==> config.mk <==
export PLATFORM = sky130hd
export DESIGN_NAME = rv32_wb_arbiter
export DESIGN_NICKNAME = d
export VERILOG_FILES = /design/src/rtl/rv32_types_pkg.sv /design/src/rtl/rv32_rr_arbiter.sv /design/src/rtl/rv32_wb_arbiter.sv
export SDC_FILE = /design/constraint.sdc
export NUM_CORES = 1
export LEC_CHECK = 0
export CAP_MARGIN = 30
export CORE_MARGIN = 2
export CORE_UTILIZATION = 42
export DETAILED_ROUTE_END_ITERATION = 16
export HOLD_SLACK_MARGIN = 0.06
export PLACE_DENSITY = 0.82
export SKIP_CTS_REPAIR_TIMING = 1
export SLEW_MARGIN = 25
export SYNTH_ARGS = -nofsm -noshare
export SYNTH_HDL_FRONTEND = slang
export SYNTH_HIERARCHICAL = 1
export SYNTH_SLANG_ARGS = --single-unit
export TNS_END_PERCENT = 10
==> constraint.sdc <==
create_clock -name clk -period 3.3 [get_ports clk]
set_clock_uncertainty 0.2 [all_clocks]
set_input_delay 0.66 -clock clk [delete_from_list [all_inputs] [get_ports clk]]
set_output_delay 0.66 -clock clk [all_outputs]
set_load 0.05 [all_outputs]
==> src/rtl/rv32_types_pkg.sv <==
// Shared RV32 register-file types: register ids, data words, write requests
// and the 32-entry pending-write mask used by the write-back scoreboard.
package rv32_types;

  localparam int RV_NUM_REGS = 32;

  typedef logic [4:0]             rv_reg_id_t;
  typedef logic [31:0]            rv32_word;
  typedef logic [RV_NUM_REGS-1:0] rv_reg_mask_t;

  typedef struct packed {
    logic       write;
    rv_reg_id_t id;
    rv32_word   data;
  } register_write_request_t;

endpackage

==> src/rtl/rv32_rr_arbiter.sv <==
// Combinational round-robin picker: the first set request found when walking
// upward (with wrap) from ptr wins; grant is one-hot or zero.
module rv32_rr_arbiter #(
  parameter int N = 3
) (
  input  logic [N-1:0]         req,
  input  logic [$clog2(N)-1:0] ptr,
  output logic [N-1:0]         grant
);

  localparam int PW = $clog2(N);

  // Walk from lowest to highest priority so the last hit (closest to ptr) wins.
  always_comb begin
    grant = '0;
    for (int k = N - 1; k >= 0; k--) begin
      if (req[PW'((int'(ptr) + k) % N)]) begin
        grant = '0;
        grant[PW'((int'(ptr) + k) % N)] = 1'b1;
      end
    end
  end

endmodule

==> src/rtl/rv32_wb_arbiter.sv <==
// Write-back arbiter: picks one requester per cycle round-robin, registers the
// winning write toward the register file, and tracks pending destinations.
module rv32_wb_arbiter
  import rv32_types::*;
#(
  parameter int NUM_REQ = 3
) (
  input  logic                                  clk,
  input  logic                                  resetn,
  input  logic [NUM_REQ-1:0]                    req_valid,
  input  register_write_request_t [NUM_REQ-1:0] req,
  output logic [NUM_REQ-1:0]                    req_ready,
  input  logic                                  reserve_valid,
  input  rv_reg_id_t                            reserve_id,
  output register_write_request_t               write_request,
  output rv_reg_mask_t                          busy
);

  localparam int PW = $clog2(NUM_REQ);

  // Handshake: requester i is accepted in a cycle where req_valid[i] and
  // req_ready[i] are both high; it must hold valid and payload until then.
  logic [PW-1:0]           rr_ptr;
  logic [PW-1:0]           next_ptr;
  logic [NUM_REQ-1:0]      grant;
  logic                    accept;
  logic                    commit_write;
  register_write_request_t sel;
  rv_reg_mask_t            busy_next;

  rv32_rr_arbiter #(.N(NUM_REQ)) u_rr (
    .req   (req_valid),
    .ptr   (rr_ptr),
    .grant (grant)
  );

  assign req_ready = resetn ? grant : '0;
  assign accept    = |req_ready;

  always_comb begin
    sel      = '0;
    next_ptr = rr_ptr;
    for (int i = 0; i < NUM_REQ; i++) begin
      if (req_ready[i]) begin
        sel      = req[i];
        next_ptr = (i == NUM_REQ - 1) ? '0 : PW'(i + 1);
      end
    end
  end

  // Writes to x0 are accepted but never reach the register file.
  assign commit_write = accept & sel.write & (sel.id != '0);

  // A same-cycle reserve wins over the release: a new producer is in flight.
  always_comb begin
    busy_next = busy;
    if (commit_write) busy_next[sel.id] = 1'b0;
    if (reserve_valid && reserve_id != '0) busy_next[reserve_id] = 1'b1;
    busy_next[0] = 1'b0;
  end

  always_ff @(posedge clk or negedge resetn) begin
    if (!resetn) begin
      rr_ptr        <= '0;
      busy          <= '0;
      write_request <= '0;
    end else begin
      rr_ptr <= next_ptr;
      busy   <= busy_next;
      if (accept) begin
        write_request.write <= commit_write;
        write_request.id    <= sel.id;
        write_request.data  <= sel.data;
      end else begin
        write_request.write <= 1'b0;
      end
    end
  end

endmodule

# Word-level counts from Yosys, hierarchy flattened
# Index checks and enable logic that the tools add are counted.
[word_totals] register_bits=71 inputBits=125 output_inout_bits=73 word_cells=67
[classes] add_sub_neg=2 div=3 magnitude_cmp=10 muxes=32 n_bitwise=5 reduce_logical=10
[ops] op="$mux W38" count=3
[ops] op="$mod A32 B3 Y32 const B" count=2
[ops] op="$mux W32" count=2
[ops] op="$and A32 B32 Y32" count=1
[ops] op="$mod A3 B3 Y32 const B" count=1
[ops] op="$not A32 Y32" count=1
[ops] op="$or A32 B32 Y32" count=1
[ops] op="$lt A2 B4 Y1 const B" count=3
[ops] op="$lt A5 B6 Y1 const B" count=2
[ops] op="$mux W1" count=12
[ops] op="$mux W3" count=4
[ops] op="$demux W1 S5" count=2
[ops] op="$ge A5 B1 Y1 const B" count=2
[ops] op="$reduce_bool A5 Y1" count=2
[ops] op="$bmux W1 S2" count=3
[ops] op="$demux W1 S2" count=3
[ops] op="$ge A2 B1 Y1 const B" count=3
[ops] op="$logic_and A1 B1 Y1" count=6
[ops] op="$mux W2" count=3
[ops] op="$add A2 B1 Y3 const B" count=1
[ops] op="$add A2 B2 Y3 const B" count=1
[ops] op="$reduce_bool A3 Y1" count=1
[ops] op="$reduce_or A3 Y1" count=1
[ops] op="$and A1 B1 Y1" count=2

# Logic depth before layout (Yosys ltp)
[logic_depth] depth_word=22 ltp_mapped=14 mapped_depth_nobuf=10

# Modules after synthesis
# Netlist, hierarchy kept.
[modules_own_cells] module="rv32_wb_arbiter" n_inst=1 cells_each=438 area_per_inst_um2=4008.8 seq_area_each_um2=1776.7
[modules_own_cells] module="rv32_rr_arbiter" n_inst=1 cells_each=31 area_per_inst_um2=221.5 seq_area_each_um2=0.0

# Least setup slack after synthesis
# No wires, ideal clock.
[synth_timing] path_type="register to output" start="register rr_ptr[0]" end="output port req_ready[1]" t_arrival_ns=2.299 required_time_ns=2.440 path_slack_ns=0.141 stages_incl_launch_ff=11 n_path_buf=2 path_cell_list="dfrtp_1 -> inv_1 -> ha_1 -> buf_2 -> nand3b_1 -> o21ai_1 -> a31oi_1 -> o21ai_1 -> buf_2 -> inv_1 -> nor2_1"
[synth_between] elab_chain_cells=10 word_cells_on_any_way=33 cone_classes="2 x add/sub; 3 x div; 6 x order compare; 19 x mux; 3 x reduce/logical"
[synth_lines] item="from (decl)" line="rv32_wb_arbiter.sv:23" text="logic [PW-1:0] rr_ptr;"
[synth_lines] item="from (signal assigned)" line="rv32_wb_arbiter.sv:68" text="rr_ptr <= next_ptr;"
[synth_lines] item="$add A2 B2 Y3" line="rv32_rr_arbiter.sv:17, rv32_rr_arbiter.sv:19"
[synth_lines] item="$mod A32 B3 Y32" line="rv32_rr_arbiter.sv:17, rv32_rr_arbiter.sv:19"
[synth_lines] item="$lt A2 B4 Y1 (implied by the code) or $ge A2 B1 Y1 (tied branches)" line="rv32_rr_arbiter.sv:19" text="grant[PW'((int'(ptr) + k) % N)] = 1'b1;"
[synth_lines] item="$logic_and A1 B1 Y1 (implied by the code)" line="rv32_rr_arbiter.sv:19"
[synth_lines] item="$mux W1 (implied by the code)" line="rv32_rr_arbiter.sv:19"
[synth_lines] item="$demux W1 S2"
[synth_lines] item="$mux W3 (2 in series)" line="rv32_rr_arbiter.sv:17" text="if (req[PW'((int'(ptr) + k) % N)]) begin"
[synth_lines] item="$mux W3 (*)" line="rv32_rr_arbiter.sv:17"
[synth_lines] item="via grant[1]" line="rv32_wb_arbiter.sv:25" text="logic [NUM_REQ-1:0] grant;"
[synth_lines] item="$mux W3 (*)" line="rv32_wb_arbiter.sv:37" text="assign req_ready = resetn ? grant : '0;"
[synth_lines] item="to (decl)" line="rv32_wb_arbiter.sv:12" text="output logic [NUM_REQ-1:0] req_ready,"
# The timed path passes the listed nets; every way through them passes the cells marked *. The select of a mux whose other input is x is not followed.

# Final worst setup path
[layout_timing] start="input port req_valid[1]" end="output port req_ready[1]"
[layout_between] elab_chain_cells=7 word_cells_on_any_way=13 cone_classes="13 x mux"
[layout_lines] item="from (decl)" line="rv32_wb_arbiter.sv:10" text="input logic [NUM_REQ-1:0] req_valid,"
[layout_lines] item="$bmux W1 S2" line="rv32_rr_arbiter.sv:17"
[layout_lines] item="$mux W1 (implied by the code) (2 in series)" line="rv32_rr_arbiter.sv:17"
[layout_lines] item="$mux W3 (2 in series)" line="rv32_rr_arbiter.sv:17"
[layout_lines] item="$mux W3 (*)" line="rv32_rr_arbiter.sv:17"
[layout_lines] item="via grant[1]" line="rv32_wb_arbiter.sv:25"
[layout_lines] item="$mux W3 (*)" line="rv32_wb_arbiter.sv:37"
# Marked as above.

==> impl_metrics.yaml <==
outcome:
  status: "finished, final reports clean"
clock_tree:
  clkTransAtPathRegs_ns: 0.08
  total_clock_buffers_created_by_cts: 9
  root_buffer: "clkbuf_8"
  cts_tree: "built"
  clock_sinks: 71
  clock_insertion_delay_worst_skew_ns: 0.34
  clock_buffer_depth: 2
  cts_htree_levels: 3
sta:
  rsz_0062_raised_after_global_routing: "true"
  relSlewSlack: 0.358
  period_needed_ns: 3.27
  setup_viol: 0
  maxSlewViolCount: 0
  setup_slack_ns: 0.0266
  fmax_mhz: 305
  fin_setup_tns_ns: 0
  layout_worst_path_cycle_share: 0.992
  worst_slew_pin_slew_ns: 0.960
  finalHoldViolCount: 0
setup_path:
  cp_top_family: "buffers and inverters"
  reg2reg_setup_slack_ns: 0.08
  worstPathCellList: "clkdlybuf4s50_1 > nand3b_1 > o21ai_1 > buf_4 > o21ai_1 > buf_6 > buf_4 > inv_1 > nor2_4 > buf_12"
  worst-endpoint-arrival_ns: 2.41
  timing.critical_path.fanout_max: 13
  cp_num_buf_inv: 6
  critical-path-slowest-cell: "clkdlybuf4s50_1"
  worst-setup-path-type: "in -> out"
  setup.worst_path.start_class: "input pin"
  cpPeakStageDelay_ns: 0.49
  critPathRequiredTime_ns: 2.44
  setup.worst_path.end_class: "primary output"
floorplanning:
  fp-row-count: 36
  initial_utilization: 0.433
  floorplan.die.height_um: 104
  die-area_mm2: 0.0109
  die_w_um: 104
  design.core.area_mm2: 0.00977
  pin_count: 198
placed_design:
  dp_hpwl_um: 10900
  finalWeightedCongestion: 0.883
  place_ws_ns: -0.351
  io_buffer_count: 195
min_path:
  worst_hold_path_type: "in -> async"
logic_synthesis:
  post_synth.cell_area_avg_um2: 9.02
  netlist_top_cells_area: "dfrtp_1 42%, a22o_1 5.6%, nor2_1 5.2%"
  yosysTopAreaCellShare: 0.420
  sequential_cell_area_fraction_in_the_yosys_report: 0.420
  synthFlopType: "dfrtp_1"
  ys_types: 63
  ffs_w_async_s_r_synth: 1.00
  netlist.top_cell.by_area: "dfrtp_1"
  synth_seq_cells: 71
  ys_top_cells_by_count: "71 x dfrtp_1, 59 x nor2_1, 56 x nand2_1"
  post_synth_instance_area_mm2: 0.00423
  syn-instance-count: 469
  number_of_synthesized_flops_with_an_enable_pin: 0
  synth_nets: 598
  yosysMostFrequentCell: "dfrtp_1"
  ys.warnings.count: 6
global_routing:
  grt_max_degree: 58
  grt_overflow: 0
  global_route.usage.total: 0.260
  grt_first_pass_wirelength_um: 22500
  grt_antenna_before_repair: 0
  grt_pass1_vias: 4500
detailed_routing:
  wl_per_cell_um: 17.6
  drc_errors: 0
  initialDrtViolationCount: 272
  postRouteAntennaNets: 0
  viasPerCell: 5.63
  detailedRoute.firstPassIterationCount: 5
  route.vias.total: 4631
  wl_um: 14500
run:
  cap_violations: 0
power:
  total_leakage_power_nw: 2.83
  powerDensity_mw_per_mm2: 882
  ir_drop_uv: 539
final_layout:
  growth_of_design_area_from_synthesis_to_finish_pct: 61.2
  final_nets: 813
  share_of_layout_cells_above_drive_strength_1: 0.129
  diodes: 0
worst register-to-register path: cells and delay by family (launching register included):
kind                       cells  cell delay, ns
AOI/OAI and AO/OA              4            1.21
adders and majority gates      1            0.22
buffers and inverters          3            0.45
DFF                            1            0.47
and+or+nand+nor                4            0.54
power by group:
part | internal, mW | leakage [nW] | total (mW) | switching (mW)
clock network | 0.467 | 0.120 | 0.809 | 0.342
logic | 1.47 | 1.88 | 3.80 | 2.33
registers | 1.20 | 0.820 | 1.40 | 0.200
layer usage:
layer  wire (µm)  GRT usage  vias up
li1            -          -     2162
met1        5320      0.293     2198
met2        7670      0.477      250
met3        1280     0.0702       21
met4         224     0.0763        0
met5           0          0        -
cell type report:
type,instances,area (µm²)
Sequential cell,71,1780
Timing Repair Buffer,234,2310
Tap cell,133,166
Clock inverter,5,78.8
Inverter,16,60.1
Clock buffer,11,151
Fill cell,764,2950
Multi-Input combinational cell,352,2280
through the flow:
| step | instance area, µm² | util | hold WS (ns) | instances | power (mW) |
|---|---|---|---|---|---|
| 5_1_grt | 6820 | 0.698 | 0.256 | 822 | 6.31 |
| 4_1_cts | 6710 | 0.686 | 0.230 | 817 | 5.91 |
| 3_3_place_gp | 6480 | 0.663 | 0.263 | 801 | 5.00 |
| 2_1_floorplan | 4230 | - | 0.164 | 469 | 3.67 |
| 6_report | 6820 | 0.698 | 0.236 | 822 | 6.01 |
| 3_5_place_dp | 6480 | 0.663 | 0.265 | 801 | 5.09 |
logic make-up after synthesis:
family | share of synthesized area
AND/OR/NAND/NOR | 0.196
AO/OA/AOI/OAI | 0.301
flip-flops | 0.420
buffers and inverters | 0.0600
adder cells (fa/ha/maj) | 0.0118
multiplexers | 0.00739
other | 0.00178
XOR/XNOR | 0.00207
registers in the layout (all words and copies together), names as in the netlist:
register       flops
busy              31
rr_ptr             2
write_request     38
worst paths after layout:
path,from,to,depth (start not counted)
hold / removal,resetn,write_request[27],2
setup reg to reg,rr_ptr[1],busy[8],12
max in group asynchronous,resetn,write_request[8],3
setup / recovery,req_valid[1],req_ready[1],10
min in group clk,write_request[33],write_request[33],2
hold reg to reg,write_request[33],write_request[33],2
cell usage in the layout, fill, tap and decap left out, drive strengths merged, types with 7 or more instances in the layout:
| cell | netlist | final |
|---|---|---|
| nand2 | 56 | 56 |
| o211ai | 8 | 8 |
| nor3 | 7 | 7 |
| nor2 | 61 | 61 |
| o21ai | 47 | 47 |
| inv | 15 | 16 |
| clkdlybuf4s50 | 0 | 190 |
| dfrtp | 71 | 71 |
| nand3 | 7 | 7 |
| o41ai | 8 | 8 |
| a31oi | 17 | 17 |
| a22oi | 27 | 27 |
| buf | 20 | 42 |
| a22o | 27 | 27 |
| clkbuf | 11 | 11 |
No activity file was read; power rests on OpenSTA's default activity.
==> variant (same flow settings) <==
Change the parameter `NUM_REQ` from 3 to 6.
--- a/src/rtl/rv32_wb_arbiter.sv
+++ b/src/rtl/rv32_wb_arbiter.sv
@@ -5,3 +5,3 @@
 #(
-  parameter int NUM_REQ = 3
+  parameter int NUM_REQ = 6
 ) (
Interface: changed (resized req, req_ready and req_valid); port bits go from 198 to 318. The function was not compared with the original's and may differ.
==> variant against the unedited design <==
- the run now ends with max-slew violations, negative setup slack left
- setup slack got worse by 1400 ps
- register-to-register slack got worse by 1400 ps
- power rose by 88%
- synthesized cell count rose by 58%
- final area rose by 58%
- sequential cell count rose by 1
- maximum frequency fell by 29%
- first-iteration DRC count rose by 120%
- sequential power rose by 14%
- core utilization rose by 11 points
- hold slack improved by 47 ps
- area after synthesis rose by 37%
- wire length rose by 92%
- sequential share of layout area fell by 9.3 points
- critical endpoint is now busy[20]
- largest cell class unchanged
==> variant: results (changes against the unedited design) <==
| Metric | Value |
|---|---|
| Hold slack | `283 ps (was 236 ps)` |
| Setup-failing EPs final | `76 (was 0)` |
| Layout cell share with drive strength beyond 1 | `22.9% (was 12.9%)` |
| PortBufs | `314 (was 195)` |
| CTS Root Cell | `clkbuf_16 (was clkbuf_8)` |
| Drt first-iter violations | `610 (was 272)` |
| VDD IR max | `0.754 mV (was 0.539 mV)` |
| Largest registers | `write_request x38, busy x31, rr_ptr x3 (was write_request x38, busy x31, rr_ptr x2)` |
| R2R cell count | `21 (was 12)` |
| RD Place Congestion | `0.985 (was 0.883)` |
| Setup WS post-layout | `-1340 ps (was 26.6 ps)` |
| Critical Path Source | `rr_ptr[1] (was req_valid[1])` |
| LEAKAGE | `0.00432 µW (was 0.00283 µW)` |
| Largest fanout on the critical path | `7 (was 13)` |
| Min-delay worst type | `register to register (was input pin to asynchronous set/reset pin)` |
| Slew Limit Fails | `123 (was 0)` |
| Top post-synthesis cells by count | `a21oi_1 (86), nor2_1 (83), o21ai_0 (74) (was dfrtp_1 (71), nor2_1 (59), nand2_1 (56))` |
| Worst R2R End | `busy[20] (was busy[8])` |
| Failing checks | `max-slew violations, negative setup slack` |
| WL final | `27.8 mm (was 14.5 mm)` |
| Gr usage total | `34.5% (was 26.0%)` |
| Yosys cell types | `77 (was 63)` |
| Sum Neg Setup Slack | `-83230 ps (was 0 ps)` |
| Fin nets | `1379 (was 813)` |
| Fill cells | `905 (was 764)` |
| Internal power | `5650 µW (was 3140 µW)` |
| Largest net degree at the start of global routing | `63 (was 58)` |
| Max_slew headroom | `-229% (was 35.8%)` |
| Status | `finished with violations (was complete, no violations)` |
| DR vias | `7821 (was 4631)` |
| Met3 usage | `8.71% (was 7.02%)` |
variant: cell types whose count changed after synthesis, moves of 24 or more:
| cell | delta |
|---|---|
| a21oi_1 | +80 |
| a221oi_1 | +31 |
| a22o_1 | -26 |
| clkbuf_1 | +24 |
| nor2_1 | +24 |
| nor3_1 | +30 |
| o21ai_0 | +31 |
variant: cell families after synthesis:
logic type | after synthesis | share of synthesized area (%)
AO/OA/AOI/OAI | 305 | 35.3
AND/OR/NAND/NOR | 245 | 21.0
buffers and inverters | 91 | 6.92
flip-flops | 72 | 31.0
adder cells (fa/ha/maj) | 11 | 2.33
multiplexers | 10 | 2.43
XOR/XNOR | 3 | 0.905
other | 2 | 0.129
variant: worst max-delay path by stage:
stage | to | slack, ps
after global placement | busy[27] | -1280
final | busy[20] | -1340
after CTS | busy[16] | -1360
after floorplan | busy[8] | -1120
after detailed placement | busy[11] | -1390
after global routing | busy[24] | -1500
variant: metrics by stage:
| stage | power [µW] | cells | utilization [%] |
|---|---|---|---|
| global placement | 9050 | 1272 | 73.6 |
| floorplan | 6270 | 740 | - |
| detailed placement | 9170 | 1272 | 73.6 |
| global route | 11900 | 1308 | 80.9 |
| finish | 11300 | 1308 | 80.9 |
| CTS | 10200 | 1288 | 75.9 |
variant: power by group through the flow:
stage / sequential (µW) / combinational [µW] / clock, µW
global route: 1620 / 9240 / 1080
finish: 1590 / 8690 / 1030
floorplan: 2820 / 3450 / 0
CTS: 1560 / 7650 / 1030
global placement: 1560 / 7500 / 0
detailed placement: 1560 / 7610 / 0
variant: worst max-delay path, cell delays in order (launching register included):
cell and delay [ps]:
dfrtp_2 470, buf_6 150, ha_4 160, a21oi_4 140, inv_2 70, ha_4 240, nor2b_4 130, a21o_1 230
a21oi_2 90, nor2_1 160, mux2_2 400, a21oi_4 180, o2111ai_2 120, and3_4 210, buf_4 140, buf_4 140
a221oi_2 250, o211ai_1 200, clkbuf_16 210, buf_12 130, o41ai_1 340, o21ai_0 150
variant: routing by layer:
layer,part of all wire [%],routed length [µm],vias to the layer above
met3,9.2,2570,84
met4,4.1,1140,0
li1,-,-,3551
met1,38,10500,3744
met5,0,0,-
met2,49,13600,442
variant: cell type report:
class / instances / area (µm²) / area share (%)
Tap cell: 176 / 220 / 2.04
Sequential cell: 72 / 1810 / 16.7
Clock inverter: 7 / 85.1 / 0.788
Clock buffer: 9 / 225 / 2.09
Inverter: 29 / 124 / 1.15
Multi-Input combinational cell: 577 / 4110 / 38.1
Timing Repair Buffer: 438 / 4230 / 39.2
